===== src/rtl/counter_bank_pkg.sv =====
// Shared mode encodings and slice helper for the counter bank.
package counter_bank_pkg;

  localparam logic [1:0] MODE_MANUAL   = 2'b00;
  localparam logic [1:0] MODE_RUN_UP   = 2'b01;
  localparam logic [1:0] MODE_RUN_DOWN = 2'b10;
  localparam logic [1:0] MODE_HOLD     = 2'b11;

  // Low bit index of channel ch inside a flat bus of width-bit slices.
  function automatic int unsigned ch_lo(input int unsigned ch, input int unsigned width);
    return ch * width;
  endfunction

endpackage


===== src/rtl/counter_channel.sv =====
// One counter channel: count register with clear/load/step priority and a terminal-count pulse.
module counter_channel
  import counter_bank_pkg::*;
#(
  parameter int unsigned WIDTH = 32
) (
  input  logic             sys_clk,
  input  logic             reset,
  input  logic             clr,
  input  logic             load,
  input  logic             up,
  input  logic             down,
  input  logic [WIDTH-1:0] load_val,
  input  logic [1:0]       mode,
  input  logic             sat_en,
  output logic [WIDTH-1:0] count,
  output logic             tc_pulse
);

  localparam logic [WIDTH-1:0] ALL_ONES = '1;
  localparam logic [WIDTH-1:0] ZERO     = '0;
  localparam logic [WIDTH-1:0] ONE      = {{(WIDTH-1){1'b0}}, 1'b1};

  logic [WIDTH-1:0] count_q, count_d;
  logic             tc_q, tc_d;
  logic             inc, dec;

  assign inc = up | (mode == MODE_RUN_UP);
  assign dec = down | (mode == MODE_RUN_DOWN);

  // Next count and terminal-count decision, highest priority first.
  always_comb begin
    count_d = count_q;
    tc_d    = 1'b0;
    if (clr) begin
      count_d = ZERO;
    end else if (load) begin
      count_d = load_val;
    end else if (mode == MODE_HOLD) begin
      count_d = count_q;
    end else if (inc && !dec) begin
      if (count_q == ALL_ONES) begin
        // Saturated: stay put silently; wrapping: roll over and pulse.
        if (!sat_en) begin
          count_d = ZERO;
          tc_d    = 1'b1;
        end
      end else begin
        count_d = count_q + ONE;
        tc_d    = sat_en && (count_q == ALL_ONES - ONE);
      end
    end else if (dec && !inc) begin
      if (count_q == ZERO) begin
        if (!sat_en) begin
          count_d = ALL_ONES;
          tc_d    = 1'b1;
        end
      end else begin
        count_d = count_q - ONE;
        tc_d    = sat_en && (count_q == ONE);
      end
    end
  end

  // Count and pulse registers with synchronous reset.
  always_ff @(posedge sys_clk) begin
    if (reset) begin
      count_q <= ZERO;
      tc_q    <= 1'b0;
    end else begin
      count_q <= count_d;
      tc_q    <= tc_d;
    end
  end

  assign count    = count_q;
  assign tc_pulse = tc_q;

endmodule


===== src/rtl/counter_bank.sv =====
// Bank of independent trigger-controlled counters with coherent snapshot capture.
module counter_bank
  import counter_bank_pkg::*;
#(
  parameter int unsigned N_CH  = 4,
  parameter int unsigned WIDTH = 32,
  parameter int unsigned SEQ_W = 8
) (
  input  logic                  sys_clk,
  input  logic                  reset,
  input  logic [N_CH-1:0]       trig_clr,
  input  logic [N_CH-1:0]       trig_load,
  input  logic [N_CH-1:0]       trig_up,
  input  logic [N_CH-1:0]       trig_down,
  input  logic [N_CH*WIDTH-1:0] load_val,
  input  logic [N_CH*2-1:0]     mode,
  input  logic [N_CH-1:0]       sat_en,
  input  logic                  snap_trig,
  output logic [N_CH*WIDTH-1:0] count,
  output logic [N_CH-1:0]       tc_pulse,
  output logic [N_CH*WIDTH-1:0] snap_count,
  output logic [SEQ_W-1:0]      snap_seq
);

  localparam logic [SEQ_W-1:0] SEQ_ONE = {{(SEQ_W-1){1'b0}}, 1'b1};

  logic [N_CH*WIDTH-1:0] snap_q;
  logic [SEQ_W-1:0]      seq_q;

  for (genvar i = 0; i < N_CH; i++) begin : g_ch
    counter_channel #(
      .WIDTH (WIDTH)
    ) u_ch (
      .sys_clk  (sys_clk),
      .reset    (reset),
      .clr      (trig_clr[i]),
      .load     (trig_load[i]),
      .up       (trig_up[i]),
      .down     (trig_down[i]),
      .load_val (load_val[ch_lo(i, WIDTH) +: WIDTH]),
      .mode     (mode[ch_lo(i, 2) +: 2]),
      .sat_en   (sat_en[i]),
      .count    (count[ch_lo(i, WIDTH) +: WIDTH]),
      .tc_pulse (tc_pulse[i])
    );
  end

  // Capture the registered counts (pre-update values) and bump the sequence number.
  always_ff @(posedge sys_clk) begin
    if (reset) begin
      snap_q <= '0;
      seq_q  <= '0;
    end else if (snap_trig) begin
      snap_q <= count;
      seq_q  <= seq_q + SEQ_ONE;
    end
  end

  assign snap_count = snap_q;
  assign snap_seq   = seq_q;

endmodule


===== config.mk =====
export PLATFORM = sky130hd
export DESIGN_NAME = counter_bank
export DESIGN_NICKNAME = d
export VERILOG_FILES = /design/src/rtl/counter_bank_pkg.sv /design/src/rtl/counter_channel.sv /design/src/rtl/counter_bank.sv
export SDC_FILE = /design/constraint.sdc
export NUM_CORES = 1
export LEC_CHECK = 0
export BUFFER_PORTS_ARGS = -buffer_cell sky130_fd_sc_hd__buf_2
export CAP_MARGIN = 40
export CELL_PAD_IN_SITES_DETAIL_PLACEMENT = 0
export CELL_PAD_IN_SITES_GLOBAL_PLACEMENT = 2
export CORE_UTILIZATION = 31
export DETAILED_ROUTE_END_ITERATION = 16
export GPL_TIMING_DRIVEN = 0
export PLACE_DENSITY_LB_ADDON = 0.08
export SLEW_MARGIN = 40
export SYNTH_ARGS = -nofsm -noshare
export SYNTH_HDL_FRONTEND = slang
export SYNTH_HIERARCHICAL = 1
export SYNTH_SLANG_ARGS = --single-unit

===== constraint.sdc =====
create_clock -name sys_clk -period 3.16 [get_ports sys_clk]
set_clock_uncertainty 0.15 [all_clocks]
set_input_delay 0.316 -clock sys_clk [delete_from_list [all_inputs] [get_ports sys_clk]]
set_output_delay 0.316 -clock sys_clk [all_outputs]
set_load 0.05 [all_outputs]

==> impl_metrics.tcl <==
set metrics [dict create \
    status "finished clean" \
    num-nets-final 3236 \
    final_cells 3859 \
    via_per_inst 6.00 \
    min-delay-start "trig_clr[2]" \
    ioPinCount 427 \
    synth_flop_cell "dfxtp_1" \
    antenna_found_initial 1 \
    multiInputGateArea_sq_mm 0.0125 \
    netlist_area_sq_mm 0.0185 \
    grt_start_max_net_pins 13 \
    drc 0 \
    ys_ff_latch 268 \
    drive_gt1_frac 0.253 \
    final-setup-viol-count 0 \
    power.leakage_nw 10.4 \
    cts_tree "done" \
    critical_path_arrival_ns 3.47 \
    port_buffers 424 \
    combPwrFrac 0.299 \
    total_power_w 0.0116 \
    routed_wirelength_um 100000 \
    hold_slack_ns 0.00704 \
    seqPwrFrac 0.325 \
    placed_area_sq_mm 0.0217 \
    critPathLaunchType "flip-flop" \
    end_kind "flip-flop" \
    grt_pass1_wl_um 146000 \
    hold_class "input pin to flip-flop" \
    setup_tns_ns 0 \
    final_area_sq_mm 0.0253 \
    wl_per_cell_um 26.0 \
    path_clk_slew_ns 0.06 \
    clock_path_buffers 3 \
    drv_cap 0 \
    ir_worst_vdd_mv 0.402 \
    fin_crit_sh 0.999 \
    dp_cells 3619 \
    post-route-min-period_ns 3.16 \
    crit_slowest_cell "or4_1" \
    vias 23100 \
    grt_overflow_total 0 \
    seq_area_sq_mm 0.00543 \
    clkLatencyLatePin_ns 0.58 \
    grt_pass1_vias 22000 \
    synth_cell_type_count 89 \
    tightest_slew_ns 0.868 \
    avgSynthCellArea_sq_um 7.64 \
    coreArea_sq_mm 0.0589 \
    async_flop_share 0 \
    gp_congestion 0.963 \
    crit_required_ns 3.47 \
    fp.dieW_um 246 \
    die_y_um 246 \
    cts_max_level 2 \
    max_stage_delay_ns 0.66 \
    slew_headroom 0.416 \
    rsz0062_at_grt "true" \
    syn2layout_area_growth_pct 37.0 \
    critPathKind "flip-flop to flip-flop" \
    crit_chain "clkbuf_1 -> or4_1 -> nor3_4 -> nand2_1 -> o21ai_4 -> buf_4 -> a211oi_1 -> nor3_1" \
    synth_edf_count 0 \
    syn_nets 2592 \
    fillers 6168 \
    initial_core_util 0.313 \
    first_pass_iters 5 \
    drt.antenna.violating_nets 0 \
    p_sw_frac 0.372 \
    fmax_mhz 317 \
    slew_violations 0 \
    cts_buffers 36 \
    clkPwrFrac 0.376 \
    ys_warn_count 6 \
    switchingPower_w 0.00430 \
    cts_sinks 268 \
    internal-power_w 0.00727 \
    synthCells 2416 \
    n_antenna_cell 0 \
    drtIter0Drc 2130 \
    cp_max_fo 10 \
    groute.usage.overall 0.320 \
    yosysSeqAreaShare 0.291 \
    reg2reg_from "g_ch[0].u_ch/count[18]$_SDFFE_PP0P_" \
    hold_violations 0 \
    rows 89 \
    crit_start "g_ch[0].u_ch/count[18]$_SDFFE_PP0P_" \
    clockRootBuffer "clkbuf_16" \
    dp_hpwl_um 73800 \
    die_area_sq_mm 0.0605 \
    powerDensity_mw_per_mm2 457 \
]
## timing repair
| action | 4_1_cts | 5_1_grt |
|---|---|---|
| gates resized for setup | 110 | 96 |
| endpoints found under the hold margin | 130 | 0 |
| cloned | 0 | 0 |
| setup buffers | 15 | 29 |
| pin swaps | 14 | 17 |
| hold buffers | 137 | 0 |
| endpoints found under the setup margin | 129 | 119 |
## placed cells by master, fill, tap and decap left out, types with 27 or more instances in the layout
cell type      Yosys  layout
o211ai_1          27      27
dfxtp_1          268     234
a31oi_1           35      35
o221ai_1          30      30
nor4_1            80      66
buf_4              6      69
or4_1             36      36
nand4_1           64      64
clkbuf_16          0      37
nor2_1           257     251
nand3_1          108     104
and3_1            35      35
o21ai_0          142     142
nor3_1           151     149
or3_1             31      31
clkbuf_1         148     131
mux2i_1          135     135
inv_1             37      36
buf_2             55     450
a211oi_1          61      55
and4_1            31      31
dlygate4sd3_1      0     137
o21ai_1           33      30
a21oi_1          113     105
nand2_1          132     131
## registers in the layout, indices dropped and copies added (netlist names)
| signal | cells |
|---|---|
| g_ch.u_ch/count | 128 |
| snap_count | 128 |
| snap_seq | 8 |
| g_ch.u_ch/tc_pulse | 4 |
## synthesized netlist by cell type, types with 10 or more instances
cell type,n,area share
a2111oi_0,10,0.0047
a211o_1,16,0.0076
a211oi_1,61,0.025
a21o_1,15,0.0061
a21oi_1,113,0.031
a221o_1,13,0.0071
a31oi_1,35,0.012
and3_1,35,0.012
and4_1,31,0.015
buf_2,55,0.015
buf_6,12,0.0073
clkbuf_1,148,0.030
dfxtp_1,268,0.29
ha_1,17,0.012
inv_1,37,0.0075
mux2i_1,135,0.073
nand2_1,132,0.027
nand2b_1,16,0.0054
nand3_1,108,0.029
nand3b_1,15,0.0061
nand4_1,64,0.022
nor2_1,257,0.052
nor3_1,151,0.041
nor4_1,80,0.027
o211ai_1,27,0.011
o21ai_0,142,0.039
o21ai_1,33,0.0089
o221ai_1,30,0.014
o2bb2ai_1,16,0.0076
o311ai_1,17,0.0081
o31ai_1,24,0.0098
or2_2,15,0.0051
or3_1,31,0.011
or4_1,36,0.015
xnor2_1,18,0.0085
xor2_1,12,0.0057
## cell families (layout without fill, tap and decap cells)
group | count (synthesis) | in the layout | synth area share
and+or+nand+nor | 1048 | 1048 | 0.306
AOI/OAI and AO/OA | 649 | 649 | 0.239
DFF | 268 | 268 | 0.291
buffers and inverters | 265 | 935 | 0.0637
muxes | 136 | 136 | 0.0738
xor gates and xnor gates | 30 | 30 | 0.0142
adders and majority gates | 20 | 20 | 0.0132
## metrics by stage
stage / worst slack, ns / utilization
after floorplan: 0.0190 / -
after global placement: -1.09 / 0.366
after detailed placement: -0.646 / 0.368
after CTS: -0.000137 / 0.420
after global routing: -0.0135 / 0.429
final: 0.00308 / 0.429
## area by class of cell
cell class,instances,share of cell area
Buffer,223,0.0463
Clock buffer,56,0.0434
Clock inverter,8,0.00485
Inverter,37,0.00559
Multi-Input combinational cell,1883,0.494
Sequential cell,268,0.215
Tap cell,773,0.0382
Timing Repair Buffer,611,0.152
## final timing paths
kind	to	slack, ns	cells past startpoint
setup / recovery	g_ch[0].u_ch/count[26]$_SDFFE_PP0P_	0.003	8
setup reg to reg	g_ch[0].u_ch/count[26]$_SDFFE_PP0P_	0.003	8
hold / removal	g_ch[2].u_ch/count[21]$_SDFFE_PP0P_	0.007	4
hold reg to reg	snap_count[87]$_SDFFE_PP0P_	0.33	2
## power by group through the flow
stage / registers, W / clock network (W) / logic (W)
detailed placement: 0.00381 / 0 / 0.00310
finish: 0.00376 / 0.00435 / 0.00346
floorplan: 0.00419 / 0 / 0.00160
CTS: 0.00375 / 0.00446 / 0.00332
global placement: 0.00380 / 0 / 0.00310
global route: 0.00377 / 0.00458 / 0.00365
## critical path, delay by kind of cell, from the launching register on
kind	cells	cell delay (ns)
DFF	1	0.39
and+or+nand+nor	4	1.49
AOI/OAI and AO/OA	2	0.46
buffers and inverters	2	0.55
## layer usage
| layer | track usage | up-vias | part of all wire |
|---|---|---|---|
| li1 | - | 10600 | - |
| met1 | 0.412 | 11300 | 0.42 |
| met2 | 0.522 | 1106 | 0.46 |
| met3 | 0.0678 | 207 | 0.081 |
| met4 | 0.115 | 2 | 0.036 |
| met5 | 0 | - | 0.000080 |
No activity file was read; power rests on OpenSTA's default activity.
